===== src/rtl/tsn_csr_stub_bank_if.sv =====
// Avalon-MM CSR bus bundle for the TSN stub bank. The slave modport is the
// CSR responder; the master modport is whoever drives the window.
interface tsn_csr_stub_bank_if #(
  parameter int DATA_WIDTH = 32,
  parameter int ADDR_WIDTH = 8
);
  logic [ADDR_WIDTH-1:0]   address_i;
  logic                    write_i;
  logic                    read_i;
  logic [DATA_WIDTH-1:0]   writedata_i;
  logic [DATA_WIDTH/8-1:0] byteenable_i;
  logic                    waitrequest_o;
  logic [DATA_WIDTH-1:0]   readdata_o;
  logic                    readdatavalid_o;
  logic [1:0]              response_o;
  logic                    err_pulse_o;

  modport master (
    output address_i, write_i, read_i, writedata_i, byteenable_i,
    input  waitrequest_o, readdata_o, readdatavalid_o, response_o, err_pulse_o
  );

  modport slave (
    input  address_i, write_i, read_i, writedata_i, byteenable_i,
    output waitrequest_o, readdata_o, readdatavalid_o, response_o, err_pulse_o
  );
endinterface


===== src/rtl/tsn_csr_stub_bank.sv =====
// CSR stub for reserved TSN windows: ID register, unmapped-access error
// counter with last-error-address capture, byte-enabled scratch registers and
// a fixed-latency read return pipe with Avalon response codes.
module tsn_csr_stub_bank #(
  parameter int          DATA_WIDTH   = 32,
  parameter int          ADDR_WIDTH   = 8,
  parameter int          NUM_SCRATCH  = 4,
  parameter int          READ_LATENCY = 2,
  parameter logic [63:0] ID_VALUE     = 64'h0000_0000_5453_4E01
) (
  input logic                 clk,
  input logic                 rst,
  tsn_csr_stub_bank_if.slave  bus
);

  if (READ_LATENCY < 1 || READ_LATENCY > 4) begin : g_bad_latency
    $error("tsn_csr_stub_bank: READ_LATENCY must be within 1..4");
  end
  if (DATA_WIDTH < 16 || DATA_WIDTH > 64 || (DATA_WIDTH % 8) != 0) begin : g_bad_width
    $error("tsn_csr_stub_bank: DATA_WIDTH must be a multiple of 8 within 16..64");
  end

  localparam int BE_W  = DATA_WIDTH / 8;
  localparam int IDX_W = (NUM_SCRATCH > 1) ? $clog2(NUM_SCRATCH) : 1;

  localparam logic [ADDR_WIDTH:0] ADDR_ID     = (ADDR_WIDTH+1)'(0);
  localparam logic [ADDR_WIDTH:0] ADDR_ERRCNT = (ADDR_WIDTH+1)'(1);
  localparam logic [ADDR_WIDTH:0] ADDR_ERRADR = (ADDR_WIDTH+1)'(2);
  localparam logic [ADDR_WIDTH:0] SCR_LO      = (ADDR_WIDTH+1)'(3);
  localparam logic [ADDR_WIDTH:0] SCR_HI      = (ADDR_WIDTH+1)'(3 + NUM_SCRATCH);

  localparam logic [1:0] RESP_OKAY   = 2'b00;
  localparam logic [1:0] RESP_DECERR = 2'b11;

  logic                  wait_r;
  logic                  acc_s;
  logic                  rd_s;
  logic                  wr_s;
  logic                  illegal_s;
  logic                  mapped_s;
  logic                  scr_hit_s;
  logic                  err_s;
  logic                  cnt_clr_s;
  logic [ADDR_WIDTH:0]   addr_ext_s;
  logic [IDX_W-1:0]      idx_s;
  logic [15:0]           cnt_base_s;
  logic [15:0]           cnt_nxt_s;
  logic [DATA_WIDTH-1:0] rd_data_s;
  logic [1:0]            rd_resp_s;

  logic [DATA_WIDTH-1:0] scratch_r [NUM_SCRATCH];
  logic [15:0]           err_cnt_r;
  logic [ADDR_WIDTH-1:0] err_addr_r;
  logic                  err_pulse_r;
  logic                  pipe_vld_r  [READ_LATENCY];
  logic [DATA_WIDTH-1:0] pipe_data_r [READ_LATENCY];
  logic [1:0]            pipe_resp_r [READ_LATENCY];

  // Request acceptance, address decode and error classification.
  always_comb begin
    acc_s      = (bus.read_i | bus.write_i) & ~wait_r;
    rd_s       = acc_s & bus.read_i & ~bus.write_i;
    wr_s       = acc_s & bus.write_i;
    illegal_s  = acc_s & bus.read_i & bus.write_i;
    addr_ext_s = {1'b0, bus.address_i};
    mapped_s   = (addr_ext_s < SCR_HI);
    scr_hit_s  = (addr_ext_s >= SCR_LO) && (addr_ext_s < SCR_HI);
    idx_s      = IDX_W'(addr_ext_s - SCR_LO);
    err_s      = acc_s & (~mapped_s | illegal_s);
    cnt_clr_s  = wr_s & (addr_ext_s == ADDR_ERRCNT);
    // A clearing write and an error in the same access leave the count at 1.
    cnt_base_s = cnt_clr_s ? 16'h0000 : err_cnt_r;
    if (err_s && (cnt_base_s != 16'hFFFF)) begin
      cnt_nxt_s = cnt_base_s + 16'h0001;
    end else begin
      cnt_nxt_s = cnt_base_s;
    end
  end

  // Read mux: register contents as they stand in the acceptance cycle.
  always_comb begin
    rd_data_s = '0;
    rd_resp_s = RESP_OKAY;
    if (addr_ext_s == ADDR_ID) begin
      rd_data_s = ID_VALUE[DATA_WIDTH-1:0];
    end else if (addr_ext_s == ADDR_ERRCNT) begin
      rd_data_s = DATA_WIDTH'(err_cnt_r);
    end else if (addr_ext_s == ADDR_ERRADR) begin
      rd_data_s = DATA_WIDTH'(err_addr_r);
    end else if (scr_hit_s) begin
      rd_data_s = scratch_r[idx_s];
    end else begin
      rd_resp_s = RESP_DECERR;
    end
  end

  // Bus stall: held through reset and one cycle beyond, then released for good.
  always_ff @(posedge clk) begin
    if (rst) begin
      wait_r <= 1'b1;
    end else begin
      wait_r <= 1'b0;
    end
  end

  // Scratch registers with per-byte-lane write enables.
  always_ff @(posedge clk) begin
    if (rst) begin
      for (int n = 0; n < NUM_SCRATCH; n++) begin
        scratch_r[n] <= '0;
      end
    end else if (wr_s && scr_hit_s) begin
      for (int b = 0; b < BE_W; b++) begin
        if (bus.byteenable_i[b]) begin
          scratch_r[idx_s][8*b +: 8] <= bus.writedata_i[8*b +: 8];
        end
      end
    end
  end

  // Error counter, last-error address and error strobe.
  always_ff @(posedge clk) begin
    if (rst) begin
      err_cnt_r   <= 16'h0000;
      err_addr_r  <= '0;
      err_pulse_r <= 1'b0;
    end else begin
      err_cnt_r   <= cnt_nxt_s;
      err_pulse_r <= err_s;
      if (err_s) begin
        err_addr_r <= bus.address_i;
      end
    end
  end

  // Fixed-latency read return pipe; data is zeroed in stages that carry no read.
  always_ff @(posedge clk) begin
    if (rst) begin
      for (int i = 0; i < READ_LATENCY; i++) begin
        pipe_vld_r[i]  <= 1'b0;
        pipe_data_r[i] <= '0;
        pipe_resp_r[i] <= RESP_OKAY;
      end
    end else begin
      pipe_vld_r[0]  <= rd_s;
      pipe_data_r[0] <= rd_s ? rd_data_s : '0;
      pipe_resp_r[0] <= rd_s ? rd_resp_s : RESP_OKAY;
      for (int i = 1; i < READ_LATENCY; i++) begin
        pipe_vld_r[i]  <= pipe_vld_r[i-1];
        pipe_data_r[i] <= pipe_data_r[i-1];
        pipe_resp_r[i] <= pipe_resp_r[i-1];
      end
    end
  end

  assign bus.waitrequest_o   = wait_r;
  assign bus.readdatavalid_o = pipe_vld_r[READ_LATENCY-1];
  assign bus.readdata_o      = pipe_data_r[READ_LATENCY-1];
  assign bus.response_o      = pipe_resp_r[READ_LATENCY-1];
  assign bus.err_pulse_o     = err_pulse_r;

endmodule


===== src/flat_wrapper.sv =====
// flat-port wrapper written by rule: the top's interface ports become plain ports
module tsn_csr_stub_bank_flat 
#(
  parameter int          DATA_WIDTH   = 32,
  parameter int          ADDR_WIDTH   = 8,
  parameter int          NUM_SCRATCH  = 4,
  parameter int          READ_LATENCY = 2,
  parameter logic [63:0] ID_VALUE     = 64'h0000_0000_5453_4E01
)
  (clk, rst, bus_address_i, bus_write_i, bus_read_i, bus_writedata_i, bus_byteenable_i, bus_waitrequest_o, bus_readdata_o, bus_readdatavalid_o, bus_response_o, bus_err_pulse_o);
  tsn_csr_stub_bank_if #(.DATA_WIDTH(DATA_WIDTH), .ADDR_WIDTH(ADDR_WIDTH)) bus_i ();
  input logic clk;
  input logic rst;
  input wire logic [$bits(bus_i.address_i)-1:0] bus_address_i;
  input wire logic [$bits(bus_i.write_i)-1:0] bus_write_i;
  input wire logic [$bits(bus_i.read_i)-1:0] bus_read_i;
  input wire logic [$bits(bus_i.writedata_i)-1:0] bus_writedata_i;
  input wire logic [$bits(bus_i.byteenable_i)-1:0] bus_byteenable_i;
  output wire logic [$bits(bus_i.waitrequest_o)-1:0] bus_waitrequest_o;
  output wire logic [$bits(bus_i.readdata_o)-1:0] bus_readdata_o;
  output wire logic [$bits(bus_i.readdatavalid_o)-1:0] bus_readdatavalid_o;
  output wire logic [$bits(bus_i.response_o)-1:0] bus_response_o;
  output wire logic [$bits(bus_i.err_pulse_o)-1:0] bus_err_pulse_o;
  assign bus_i.address_i = bus_address_i;
  assign bus_i.write_i = bus_write_i;
  assign bus_i.read_i = bus_read_i;
  assign bus_i.writedata_i = bus_writedata_i;
  assign bus_i.byteenable_i = bus_byteenable_i;
  assign bus_waitrequest_o = bus_i.waitrequest_o;
  assign bus_readdata_o = bus_i.readdata_o;
  assign bus_readdatavalid_o = bus_i.readdatavalid_o;
  assign bus_response_o = bus_i.response_o;
  assign bus_err_pulse_o = bus_i.err_pulse_o;
  tsn_csr_stub_bank #(.DATA_WIDTH(DATA_WIDTH), .ADDR_WIDTH(ADDR_WIDTH), .NUM_SCRATCH(NUM_SCRATCH), .READ_LATENCY(READ_LATENCY), .ID_VALUE(ID_VALUE)) u_core (.clk(clk), .rst(rst), .bus(bus_i));
endmodule

===== config.mk =====
export PLATFORM = sky130hd
export DESIGN_NAME = tsn_csr_stub_bank_flat
export DESIGN_NICKNAME = d
export VERILOG_FILES = /design/src/rtl/tsn_csr_stub_bank_if.sv /design/src/rtl/tsn_csr_stub_bank.sv /design/src/flat_wrapper.sv
export SDC_FILE = /design/constraint.sdc
export NUM_CORES = 1
export LEC_CHECK = 0
export ABC_CLOCK_PERIOD_IN_PS = 7300
export CORE_ASPECT_RATIO = 0.7
export CORE_MARGIN = 4
export CORE_UTILIZATION = 35
export CTS_BUF_LIST = sky130_fd_sc_hd__clkbuf_2
export DETAILED_ROUTE_END_ITERATION = 12
export SETUP_SLACK_MARGIN = 0.02
export SYNTH_ARGS = -nofsm -noshare
export SYNTH_HDL_FRONTEND = slang
export SYNTH_SLANG_ARGS = --single-unit

===== constraint.sdc =====
create_clock -name clk -period 7.3 [get_ports clk]
set_input_delay 1.825 -clock clk [delete_from_list [all_inputs] [get_ports clk]]
set_output_delay 1.825 -clock clk [all_outputs]
set_load 0.05 [all_outputs]

==> impl_metrics.tcl <==
set metrics [dict create \
    drt_iter0_markers 577 \
    post-route-min-period_ns 4.44 \
    grt_pass1_wl_mm 36.3 \
    cp.required_ns 7.72 \
    ys_seq_area_share_pct 60.1 \
    cpLargestDelayFamily "buffers and inverters" \
    antenna_left 0 \
    synthCells 779 \
    synth_edf_count 128 \
    hold_viol_final 0 \
    worstPathCellList "clkdlybuf4s50_1 -> xnor2_1 -> nor4_4 -> buf_4 -> nand4_1 -> o21ai_0" \
    fmax_mhz 225 \
    maxCapViolCount 0 \
    fp.dieH_um 146 \
    p_leak_uw 0.00422 \
    instances_no_fill 1263 \
    antenna_found_initial 2 \
    place_ws_ns 2.05 \
    gr-total-overflow 0 \
    hold_buffers 0 \
    areaGrowthSynthToFinish_pct 15.1 \
    end_kind "flip-flop" \
    synth_ff_type "edfxtp_1" \
    cp_slowest_cell "o21ai_0" \
    status "finished clean" \
    vias 6246 \
    yosys.area.top_type "edfxtp_1" \
    die_area_um2 30000 \
    post-cts-setup-buffers 0 \
    worst_slack_ns 2.86 \
    crit_arrival_ns 4.85 \
    cts.sinks 222 \
    drt_pass1_iterations 5 \
    finalSetupViolations 0 \
    path_class "in -> reg" \
    synth_most_common_cell "edfxtp_1" \
    wire_per_inst_um 18.3 \
    hp-class "reg -> reg" \
    netlist_area_um2 9530 \
    synth_cell_types 57 \
    numCtsBuffers 54 \
    rsz0062_at_grt "false" \
    via_per_inst 4.95 \
    htree_levels 2 \
    gp_congestion 0.840 \
    finalCritPeriodShare_pct 60.8 \
    cts_root_buf "clkbuf_2" \
    synthTopCellsByArea "edfxtp_1 (40%), dfxtp_1 (20%), mux4_2 (7.6%)" \
    postLayoutCellArea_um2 11000 \
    placed_cells 1163 \
    nets 908 \
    core-area_um2 26800 \
    initial_core_util_pct 35.6 \
    grt_pass1_vias 6223 \
    fp.dieW_um 205 \
    synth_commonest_cells "edfxtp_1 (128), dfxtp_1 (94), and2_1 (74), nor2b_1 (46), nor2_1 (45)" \
    tightestPinTransition_ns 1.13 \
    remaining_drc_errors 0 \
    ys_ff_latch 222 \
    cpPeakStageDelay_ns 0.99 \
    wirelength_mm 23.1 \
    post_route_cells_drive_above_1_share_pct 17.1 \
    yosys_warnings 0 \
    grtUsageTotal_pct 15.6 \
    cts_tree "done" \
    port_buffers 84 \
    num_rows 50 \
    grt_max_degree 62 \
    ios 85 \
    insertion_delay_ns 0.82 \
    placed_area_um2 10500 \
    crit_path_start_kind "input port" \
    p_per_area_nw_per_um2 212 \
    post_cts_resized 0 \
    syn_area_per_cell_um2 12.2 \
    clock_skew_ns 0.0305 \
    hpwl_mm 16.0 \
    syn-num-nets 832 \
    synth_top_area_share_pct 40.3 \
    hold_ws_ns 0.429 \
    crit_buf_inv 2 \
    async_flop_share_pct 0 \
    crit_fanout 39 \
    ir_worst_vdd_mv 0.0758 \
    final.setup.tns_ns 0 \
    final_max_slew_viol_count 0 \
    max_slew_margin_pct 24.0 \
    clk_pin_slew_ns 0.11 \
    cts_buffer_depth 3 \
]
==> power by group <==
part / switching [uW] / internal [uW] / total [uW]
registers: 9.91 / 1340 / 1350
clock network: 495 / 303 / 799
logic: 107 / 69.9 / 176
total: 612 / 1710 / 2330
==> registers in the layout (all words and copies together) (netlist names) <==
register / cells
u_core.err_cnt_r: 16
u_core.bus.waitrequest_o: 1
u_core.pipe_vld_r: 2
u_core.bus.err_pulse_o: 1
u_core.err_addr_r: 8
u_core.scratch_r: 128
u_core.pipe_resp_r: 2
u_core.pipe_data_r: 64
==> cell families (layout without fill, tap and decap cells) <==
logic type	Yosys count	after routing	share of synthesized area, %
fa+ha+maj	5	5	0.657
buf+inv	102	220	5.61
other cells	0	2	0
compound gates	101	101	6.75
mux	34	34	7.78
flops	222	222	60.1
simple gates	314	314	19.0
xor+xnor	1	1	0.0920
==> per-stage QoR <==
step | total power, uW | util [%]
floorplan | 1480 | -
global placement | 1550 | 39.2
detailed placement | 1560 | 39.2
CTS | 2360 | 40.9
global route | 2450 | 41.0
finish | 2330 | 41.0
==> layout by cell type (no fill, tap or decap), types with 3 or more instances in the layout <==
master           Yosys  layout
a31o_2               5       5
o21ai_0             14      14
clkinv_1             1      12
o22ai_1              8       8
a22oi_1              8       8
nand3_1              7       7
nor2_1              45      44
nor3b_1              3       3
nand2_1             39      39
a21oi_1             40      40
o211ai_1             5       5
nor3_1              18      18
nand4b_1             3       3
ha_1                 5       5
nand4_1             12      12
and2_1              74      74
or4_1                5       5
or2_2                4       4
a31oi_1              3       3
or3_1                3       3
and3_1              35      35
dfxtp_1             94      94
a211oi_1             4       4
mux4_2              32      32
clkdlybuf4s50_1      0      82
nor2b_1             46      46
inv_1               23      23
o211a_1              7       7
clkbuf_2             0      84
nand2b_1             5       5
buf_4               34      14
edfxtp_1           128     128
==> metal layers <==
layer	up-vias	part of all wire, %	wire length, um	GRT usage [%]
li1	2967	-	-	-
met1	3002	49	11200	23.8
met2	239	41	9400	21.0
met3	38	8.9	2050	5.15
met4	0	1.8	410	4.38
met5	-	0	0	0
==> cell type report <==
type,instances,area [um^2]
multi-input combinational,455,3280
antenna,2,5.00
inverter,24,90.1
tap,364,455
fill,2626,15800
clock buffer,84,420
sequential,222,5730
timing repair buffer,98,936
clock inverter,14,55.1
==> path summary, 6_finish.rpt <==
path | start | to | slack, ns | cells past startpoint
worst max register to register | u_core.bus.waitrequest_o$_DFF_P_ | u_core.scratch_r[2][13]$_SDFFCE_PN0P_ | 4.28 | 5
worst min register to register | u_core.pipe_data_r[0][31]$_SDFF_PP0_ | u_core.pipe_data_r[0][63]$_SDFF_PP0_ | 0.43 | 1
worst max-delay path | bus_address_i[2] | u_core.scratch_r[2][13]$_SDFFCE_PN0P_ | 2.86 | 6
worst min-delay path | u_core.pipe_data_r[0][31]$_SDFF_PP0_ | u_core.pipe_data_r[0][63]$_SDFF_PP0_ | 0.43 | 1
Note: power is estimated with default switching activity, not from simulation.
